### src/rtl/add_seq_n.sv
// Multi-cycle adder: exact (N+1)-bit sum of two N-bit operands, K bits per clock, valid/ready at both ends.
// Latency N/K edges from accept to valid_o; ready_o only in IDLE. Define ADD_SEQ_SUB_EN to add op_i (1 = subtract).
module add_seq_n #(
   parameter int N = 8,
   parameter int K = 2
) (
   input  logic         clk_i,
   input  logic         rst_ni,
   input  logic         sign_i,
`ifdef ADD_SEQ_SUB_EN
   input  logic         op_i,
`endif
   input  logic [N-1:0] data0_i,
   input  logic [N-1:0] data1_i,
   input  logic         valid_i,
   output logic         ready_o,
   output logic [N-1:0] data_o,
   output logic         over_o,
   output logic         valid_o,
   input  logic         ready_i
);

   localparam int S  = N / K;
   localparam int CW = (S > 1) ? $clog2(S) : 1;

   generate
      if ((N % K) != 0 || N < 2 || K < 1) begin : g_bad_params
         $error("add_seq_n: N must be >= 2 and a multiple of K");
      end
   endgenerate

   typedef enum logic [1:0] {IDLE = 2'd0, RUN = 2'd1, DONE = 2'd2} state_t;

   state_t          r_state;
   state_t          w_next;
   logic [N-1:0]    r_a;
   logic [N-1:0]    r_b;
   logic [N-1:0]    r_res;
   logic            r_ext0;
   logic            r_ext1;
   logic            r_carry;
   logic            r_over;
   logic [CW-1:0]   r_cnt;

   logic            w_accept;
   logic            w_sub;
   logic            w_last;
   logic [K-1:0]    w_a_sl;
   logic [K-1:0]    w_b_sl;
   logic [K:0]      w_sum;

`ifdef ADD_SEQ_SUB_EN
   assign w_sub = op_i;
`else
   assign w_sub = 1'b0;
`endif

   assign w_accept = valid_i && (r_state == IDLE);
   assign w_last   = (r_cnt == CW'(S - 1));
   assign w_a_sl   = r_a[r_cnt*K +: K];
   assign w_b_sl   = r_b[r_cnt*K +: K];
   assign w_sum    = {1'b0, w_a_sl} + {1'b0, w_b_sl} + {{K{1'b0}}, r_carry};

   always_ff @(posedge clk_i or negedge rst_ni) begin
      if (!rst_ni) begin
         r_state <= IDLE;
      end else begin
         r_state <= w_next;
      end
   end

   always_comb begin
      w_next = r_state;
      case (r_state)
         IDLE:    if (valid_i) w_next = RUN;
         RUN:     if (w_last)  w_next = DONE;
         DONE:    if (ready_i) w_next = IDLE;
         default: w_next = IDLE;
      endcase
   end

   always_comb begin
      ready_o = (r_state == IDLE);
      valid_o = (r_state == DONE);
   end

   // Subtraction folds into the add path: invert B and its extension bit, seed carry with 1.
   always_ff @(posedge clk_i or negedge rst_ni) begin
      if (!rst_ni) begin
         r_a     <= '0;
         r_b     <= '0;
         r_res   <= '0;
         r_ext0  <= 1'b0;
         r_ext1  <= 1'b0;
         r_carry <= 1'b0;
         r_over  <= 1'b0;
         r_cnt   <= '0;
      end else if (w_accept) begin
         r_a     <= data0_i;
         r_b     <= data1_i ^ {N{w_sub}};
         r_ext0  <= sign_i & data0_i[N-1];
         r_ext1  <= (sign_i & data1_i[N-1]) ^ w_sub;
         r_carry <= w_sub;
         r_cnt   <= '0;
      end else if (r_state == RUN) begin
         r_res[r_cnt*K +: K] <= w_sum[K-1:0];
         r_carry             <= w_sum[K];
         r_cnt               <= r_cnt + CW'(1);
         if (w_last) begin
            r_over <= r_ext0 ^ r_ext1 ^ w_sum[K];
         end
      end
   end

   assign data_o = r_res;
   assign over_o = r_over;

endmodule

### config.mk
export PLATFORM = sky130hd
export DESIGN_NAME = add_seq_n
export DESIGN_NICKNAME = d
export VERILOG_FILES = /design/src/rtl/add_seq_n.sv
export SDC_FILE = /design/constraint.sdc
export NUM_CORES = 1
export LEC_CHECK = 0
export BUFFER_PORTS_ARGS = -buffer_cell sky130_fd_sc_hd__buf_2
export CORE_MARGIN = 4
export CORE_UTILIZATION = 45
export DETAILED_ROUTE_END_ITERATION = 8
export GPL_ROUTABILITY_DRIVEN = 0
export PLACE_DENSITY = 0.67
export SYNTH_ARGS = -nofsm -noshare
export SYNTH_HDL_FRONTEND = slang
export SYNTH_SLANG_ARGS = --single-unit
export TNS_END_PERCENT = 30
### constraint.sdc
create_clock -name clk_i -period 2.9 [get_ports clk_i]
set_input_delay 0.435 -clock clk_i [delete_from_list [all_inputs] [get_ports clk_i]]
set_output_delay 0.435 -clock clk_i [all_outputs]
set_load 0.005 [all_outputs]
==> flow_metrics.tcl, run 1 <==
set metrics [dict create \
    status "finished clean" \
    rows 21 \
    syn_inst 114 \
    synth_fp_nets 143 \
    wl_met1_mm 1.20 \
    syn2layout_area_growth_pct 15.1 \
    antenna_found_initial 0 \
    drive_above_1_share_pct 43.3 \
    rsz0062_at_grt "false" \
    r2r_cells 6 \
    skew_ns 0.0128 \
    critPathSlowestCell "mux4_2" \
    reg2reg_from "r_cnt[0]" \
    clk_latency_ns 0.33 \
    critical_path.endpoint "data_o[7]" \
    cellPowerDensity_nw_per_um2 1160 \
    synth_simple_gate_area_share_pct 10.5 \
    post_drt_wl_per_cell_um 15.2 \
    postLayoutCellArea_um2 1880 \
    p_seq_share_pct 37.3 \
    synth_ff_type "dfrtp_1" \
    cts.sinks 32 \
    cts_made_buffers 5 \
    fin_util_pct 55.0 \
    htree_levels 2 \
    synth_edf_count 0 \
    synth_top_family_by_area "multiplexers" \
    clkPwrFrac_pct 12.3 \
    yosysSeqAreaShare_pct 49.1 \
    placed_cell_area_um2 1820 \
    dr.pass1.iters 2 \
    grt_max_degree 33 \
    yosysMostFrequentCell "dfrtp_1" \
    switchingPower_mw 0.790 \
    io_buffers 31 \
    dr.first_iter.drc_count 55 \
    grt_pass1_vias 1113 \
    synth_fa_ha_area_share_pct 7.06 \
    worstPathMaxFanout 4 \
    drc 0 \
    cts.hold.buffers_added 0 \
    core-area_um2 3420 \
    startpoint "r_cnt[0]" \
    ys_warn_count 0 \
    synth_top_area_cell "dfrtp_1" \
    slew_headroom_pct 52.3 \
    drv_cap 0 \
    wirelength_mm 2.97 \
    n_fill_cell 326 \
    cts_tree "done" \
    tightest_slew_ns 0.715 \
    cts_resized 0 \
    dr_wl_met2_mm 1.54 \
    die_w_um 68.2 \
    wl_met3_um 157 \
    crit_chain "mux4_2 -> fa_1 -> inv_1 -> fa_1 -> nor4b_1 -> mux2_1" \
    ys_top_cells_by_count "dfrtp_1, mux2_2, inv_1, ha_1, mux2_1" \
    cts_buffer_depth 2 \
    muxShareOfSynthArea_pct 24.9 \
    max_freq_mhz 401 \
    dpl.hpwl_mm 2.17 \
    critPathKind "reg2reg" \
    layout.cells.non_filler 196 \
    synth_cell_types 28 \
    async_reset_ff_share_pct 100 \
    route.vias.total 1030 \
    rrSetupSlack_ns 0.41 \
    synthXorXnorAreaFrac_pct 1.38 \
    grt.total_usage_pct 15.3 \
    yosysTopAreaCellShare_pct 49.1 \
    cp_slowest_stage_delay_ns 0.53 \
    finalCriticalPeriod_ns 2.49 \
    viasPerCell 5.26 \
    ir_worst_vdd_v 0.000424 \
    ys_ff_latch 32 \
    comb_power_share_pct 50.4 \
    grt-ovfl-total 0 \
    end_kind "register" \
    r2r-end "data_o[7]" \
    path_common_cell "fa_1" \
    clkTransAtPathRegs_ns 0.11 \
    p_int_mw 1.39 \
    synth_area_um2 1630 \
    io_pins 32 \
    holdCritPathClass "in2async" \
    synth_area_leaders "dfrtp_1, mux2_2, ha_1" \
    grt_first_pass_wirelength_mm 5.13 \
    crit_required_ns 3.17 \
    slew_violations 0 \
    min_period_over_period_pct 86.0 \
    p_total_mw 2.18 \
    nNetsFinal 178 \
    initial_core_util_pct 47.8 \
    worst_setup_path_start_kind "register" \
    p_leak_nw 0.932 \
    fp.dieH_um 68.2 \
    avgSynthCellArea_um2 14.3 \
    dp_cells 188 \
    setup_violations 0 \
    post_cts.repair.setup_buffers 0 \
    dr.max_layer_used "met4" \
    critical_path_arrival_ns 2.77 \
    drtAntennaViolNets 0 \
    hold_violations 0 \
    synth-compound-area-share_pct 2.15 \
    die_area_um2 4650 \
    tns_ns 0 \
    cts_root_buffer "clkbuf_4" \
    switching_share_pct 36.2 \
    diodes 0 \
]
==> power by group through the flow <==
| stage | logic (mW) | clock network (mW) | registers, mW |
|---|---|---|---|
| 3_5_place_dp | 1.10 | 0 | 0.832 |
| 2_1_floorplan | 0.873 | 0 | 0.774 |
| 4_1_cts | 1.11 | 0.280 | 0.822 |
| 3_3_place_gp | 1.06 | 0 | 0.815 |
| 6_report | 1.10 | 0.269 | 0.815 |
| 5_1_grt | 1.22 | 0.296 | 0.849 |
==> sequential cells by signal (all words and copies together), names as in the netlist <==
| register | flops |
|---|---|
| data_o | 8 |
| over_o | 1 |
| r_a | 8 |
| r_b | 8 |
| r_carry | 1 |
| r_cnt | 2 |
| r_ext0 | 1 |
| r_ext1 | 1 |
| r_state | 2 |
==> critical path, delay by kind of cell (launching register included) <==
family	cells	cell delay, ns
fa+ha+maj	2	0.85
simple gates	1	0.35
flops	1	0.43
buf+inv	1	0.07
mux	2	0.73
==> per-layer routing <==
layer / up-vias / GRT usage (%)
li1: 478 / -
met1: 519 / 17.9
met2: 26 / 25.5
met3: 7 / 4.93
met4: 0 / 6.95
met5: - / 0
==> kinds of logic after synthesis <==
kind of cell / after synthesis
AO/OA/AOI/OAI: 5
XOR/XNOR: 1
adder cells (fa/ha/maj): 8
buffers and inverters: 15
flip-flops: 32
multiplexers: 32
AND/OR/NAND/NOR: 21
==> stage by stage <==
stage | setup slack [ns] | hold WS, ns
2_1_floorplan | 0.313 | 0.139
3_3_place_gp | 0.528 | 0.464
3_5_place_dp | 0.460 | 0.471
4_1_cts | 0.378 | 0.160
5_1_grt | 0.253 | 0.194
6_report | 0.406 | 0.137
==> layout by cell type, fill, tap and decap left out <==
cell type / instances
buf_4: 2
inv_1: 10
mux2_2: 20
o31ai_1: 2
nand2_1: 2
nand2b_1: 1
clkbuf_8: 1
mux2_1: 6
fa_1: 2
mux2i_1: 2
nor4bb_1: 4
nor2_1: 1
nor2b_1: 1
or3b_1: 1
nor4b_1: 3
clkinv_2: 2
mux4_2: 3
and4b_1: 1
a21o_1: 1
and3b_1: 4
nor3b_2: 1
buf_2: 31
nand3b_1: 2
o21ai_0: 1
mux4_1: 1
dfrtp_1: 32
xnor3_1: 1
clkbuf_4: 5
o21bai_1: 1
ha_1: 6
==> area by class of cell <==
cell class | instances | area [µm²] | area share (%)
well taps | 46 | 57.6 | 3.06
inverters | 10 | 37.5 | 2.00
multi-input cells | 67 | 751 | 40.0
clock inverters | 2 | 10.0 | 0.533
flip-flops and latches | 32 | 801 | 42.6
repair buffers | 33 | 170 | 9.06
clock buffers | 6 | 51.3 | 2.73
==> how the worst min path moves through the flow <==
stage	to	slack, ns	startpoint
global placement	data_o[4]	0.46	data_o[4]
finish	over_o	0.14	rst_ni
CTS	data_o[1]	0.16	rst_ni
detailed placement	data_o[2]	0.47	data_o[2]
floorplan	data_o[0]	0.14	rst_ni
global route	data_o[2]	0.19	rst_ni
Power figures use the tool's default switching activity.
==> inputs of run 2 (changes only) <==
==> constraint.sdc (replaced) <==
create_clock -name clk_i -period 2.9 [get_ports clk_i]
set_input_delay 0.145 -clock clk_i [delete_from_list [all_inputs] [get_ports clk_i]]
set_output_delay 0.145 -clock clk_i [all_outputs]
set_load 0.005 [all_outputs]
==> flow_metrics.tcl, run 2 (same netlist as run 1, synthesis figures left out) <==
set metrics [dict create \
    status "finished clean" \
    initial_core_util_pct 47.8 \
    cts.sinks 32 \
    setup_violations 0 \
    finalCriticalPeriod_ns 2.51 \
    clk_latency_ns 0.33 \
    tightest_slew_ns 0.719 \
    cts_root_buffer "clkbuf_4" \
    tns_ns 0 \
    slew_headroom_pct 52.1 \
    wirelength_mm 2.99 \
    p_leak_nw 0.940 \
    worstPathMaxFanout 4 \
    viasPerCell 5.27 \
    startpoint "r_cnt[0]" \
    dr.first_iter.drc_count 42 \
    grt-ovfl-total 0 \
    whs_ns 0.0392 \
    die_area_um2 4650 \
    antenna_found_initial 0 \
    core-area_um2 3420 \
    rows 21 \
    clkTransAtPathRegs_ns 0.10 \
    cts_resized 0 \
    crit_required_ns 3.17 \
    grt_pass1_vias 1129 \
    nNetsFinal 180 \
    drc 0 \
    holdCritPathClass "in2reg" \
    layout_commonest_cell "dfrtp_1" \
    grt_max_degree 33 \
    min_period_over_period_pct 86.7 \
    drv_cap 0 \
    drtAntennaViolNets 0 \
    reg2reg_from "r_cnt[0]" \
    htree_levels 2 \
    max_freq_mhz 398 \
    post_cts.repair.setup_buffers 0 \
    drive_above_1_share_pct 42.8 \
    io_pins 32 \
    ir_worst_vdd_v 0.000424 \
    cts_tree "done" \
    cts_made_buffers 5 \
    final_cell_mix "dfrtp_1, buf_2, mux2_2, inv_1" \
    critical_path_arrival_ns 2.79 \
    dpl.hpwl_mm 2.17 \
    syn2layout_area_growth_pct 16.3 \
    fp.dieH_um 68.2 \
    end_kind "register" \
    worst_setup_path_start_kind "register" \
    diodes 0 \
    slew_violations 0 \
    io_buffers 31 \
    hold_violations 0 \
    die_w_um 68.2 \
    route.vias.total 1043 \
    dr.pass1.iters 2 \
    critPathKind "reg2reg" \
    cellPowerDensity_nw_per_um2 1150 \
    cts_buffer_depth 2 \
    rsz0062_at_grt "false" \
    grt.total_usage_pct 15.4 \
    min_from "data0_i[0]" \
    post_drt_wl_per_cell_um 15.1 \
    skew_ns 0.0129 \
    grt_first_pass_wirelength_mm 5.18 \
]
[run 2: routing by layer]
layer / vias up / share of wire, % / track usage [%]
met1: 528 / 41 / 18.0
li1: 482 / - / -
met2: 26 / 52 / 25.8
met4: 0 / 2.4 / 6.95
met3: 7 / 5.1 / 4.93
met5: - / 0 / 0
[run 2: power breakdown]
| part | internal (mW) | switching (mW) |
|---|---|---|
| Sequential | 0.658 | 0.157 |
| Combinational | 0.623 | 0.480 |
| Clock | 0.115 | 0.154 |
[run 2: timing repair]
action                                  CTS  global route
hold buffers                              2             0
hold endpoints to repair                 33             0
endpoints found under the setup margin    0             0
[run 2: critical path: stages (launching register included)]
cell     delay [ns]
dfrtp_1        0.43
mux4_2         0.53
fa_1           0.39
inv_1          0.07
fa_1           0.46
nor4b_1        0.37
mux2_1         0.20
[run 2: final timing paths]
check                                 end  slack (ns)  depth (start not counted)
worst min-delay path               r_a[0]        0.04                          2
min in group asynchronous          over_o        0.39                          2
worst max register to register  data_o[7]        0.39                          6
worst max-delay path            data_o[7]        0.39                          6
worst min register to register  data_o[2]        0.49                          1
max in group asynchronous          r_a[4]        2.04                          2
[run 2: layout make-up]
type / instances / area (µm²)
inverter: 10 / 37.5
timing repair buffer: 35 / 190
multi-input combinational: 67 / 751
clock buffer: 6 / 51.3
clock inverter: 2 / 10.0
tap: 46 / 57.6
fill: 324 / 1520
sequential: 32 / 801
[run 2: stage by stage]
| step | total power [mW] | instance area (µm²) | util [%] | worst slack (ns) | instances |
|---|---|---|---|---|---|
| floorplan | 1.65 | 1630 | - | 0.313 | 114 |
| global route | 2.37 | 1900 | 55.6 | 0.253 | 198 |
| global placement | 1.88 | 1820 | 53.2 | 0.528 | 188 |
| CTS | 2.21 | 1900 | 55.6 | 0.378 | 198 |
| detailed placement | 1.93 | 1820 | 53.2 | 0.460 | 188 |
| finish | 2.19 | 1900 | 55.6 | 0.386 | 198 |
==> inputs of run 3 (changes only) <==
Settings changed: CORE_UTILIZATION 45 to 54, PLACE_DENSITY 0.67 to 0.78.
==> flow_metrics.tcl, run 3 (same netlist as run 1, synthesis figures left out) <==
set metrics [dict create \
    cts_tree "done" \
    cts_resized 0 \
    die_w_um 63.0 \
    p_total_mw 2.27 \
    whs_ns 0.0493 \
    wirelength_mm 2.88 \
    nNetsFinal 180 \
    critical_path_arrival_ns 2.76 \
    cts_buffer_depth 2 \
    fin_util_pct 67.6 \
    grt_max_degree 33 \
    cellPowerDensity_nw_per_um2 1190 \
    drive_above_1_share_pct 42.8 \
    clkTransAtPathRegs_ns 0.10 \
    cts_made_buffers 5 \
    drtAntennaViolNets 0 \
    antenna_found_initial 0 \
    worstPathMaxFanout 4 \
    status "finished clean" \
    slew_violations 0 \
    die_area_um2 3960 \
    syn2layout_area_growth_pct 17.3 \
    skew_ns 0.00435 \
    dr.pass1.iters 4 \
    worst_setup_path_start_kind "register" \
    grt-ovfl-total 0 \
    viasPerCell 5.40 \
    dr_wl_met2_mm 1.52 \
    post_cts.repair.setup_buffers 0 \
    grt.total_usage_pct 16.9 \
    cts.hold.buffers_added 2 \
    p_leak_nw 0.954 \
    drc 0 \
    diodes 0 \
    clk_latency_ns 0.32 \
    hold_violations 0 \
    finalCriticalPeriod_ns 2.50 \
    critPathKind "reg2reg" \
    dr.max_layer_used "met4" \
    htree_levels 2 \
    rsz0062_at_grt "false" \
    wl_met3_um 124 \
    holdCritPathClass "in2reg" \
    cts_root_buffer "clkbuf_4" \
    initial_core_util_pct 57.7 \
    drv_cap 0 \
    slew_headroom_pct 53.3 \
    dr.first_iter.drc_count 40 \
    end_kind "register" \
    min_period_over_period_pct 86.1 \
    post_drt_wl_per_cell_um 15.7 \
    final_cell_mix "dfrtp_1, buf_2, mux2_2, inv_1" \
    grt_pass1_vias 1159 \
    core-area_um2 2830 \
    wl_met1_mm 1.22 \
    io_pins 32 \
    fp.dieH_um 63.0 \
    grt_first_pass_wirelength_mm 5.13 \
    route.vias.total 989 \
    tns_ns 0 \
    rows 19 \
    io_buffers 31 \
    layout.cells.non_filler 183 \
    setup_violations 0 \
    cts.sinks 32 \
    crit_required_ns 3.16 \
    layout_commonest_cell "dfrtp_1" \
    dp_cells 173 \
    tightest_slew_ns 0.700 \
    max_freq_mhz 400 \
    ir_worst_vdd_v 0.000604 \
    dpl.hpwl_mm 2.04 \
    n_fill_cell 223 \
]
==> run 3: changes by cell type in the layout (fill, tap and decap cells not counted), sizes merged <==
cell and delta:
clkinv -2, clkbuf +1, bufinv +1
==> run 3: cell type report <==
cell class	count	area, µm²	share of cell area [%]
sequential	32	801	41.9
multi-input combinational	67	751	39.2
timing repair buffer	35	190	9.94
clock buffer	7	65.1	3.40
tap	31	38.8	2.03
inverter	10	37.5	1.96
clock inverter	1	30.0	1.57
==> run 3: worst max-delay path, cell delays in order (launching register included) <==
cell,delay (ns)
dfrtp_1,0.42
mux4_2,0.53
fa_1,0.39
inv_1,0.07
fa_1,0.46
nor4b_1,0.36
mux2_1,0.20
==> run 3: final timing paths <==
check,start,endpoint,slack (ns),cells after the start
max in group asynchronous,rst_ni,r_b[7],2.06,2
worst max register to register,r_cnt[0],data_o[7],0.40,6
worst min register to register,data_o[3],data_o[3],0.49,1
worst max-delay path,r_cnt[0],data_o[7],0.40,6
worst min-delay path,data0_i[0],r_a[0],0.05,2
min in group asynchronous,rst_ni,data_o[4],0.40,2
==> run 3: report_power, final <==
group          total (mW)  switching (mW)  internal, mW  leakage [nW]
Sequential          0.812           0.155         0.657         0.398
Combinational        1.09           0.463         0.622         0.505
Clock               0.377           0.148         0.229        0.0515
==> run 3: routing by layer <==
metal	track usage, %	vias up
met4	5.79	0
met3	6.29	2
met1	19.2	486
met5	0	-
met2	28.9	21
li1	-	480
==> run 3: metrics by stage <==
stage / cell area (µm²) / worst slack, ns
2_1_floorplan: 1630 / 0.313
3_3_place_gp: 1800 / 0.532
3_5_place_dp: 1800 / 0.436
4_1_cts: 1910 / 0.409
5_1_grt: 1910 / 0.312
6_report: 1910 / 0.403
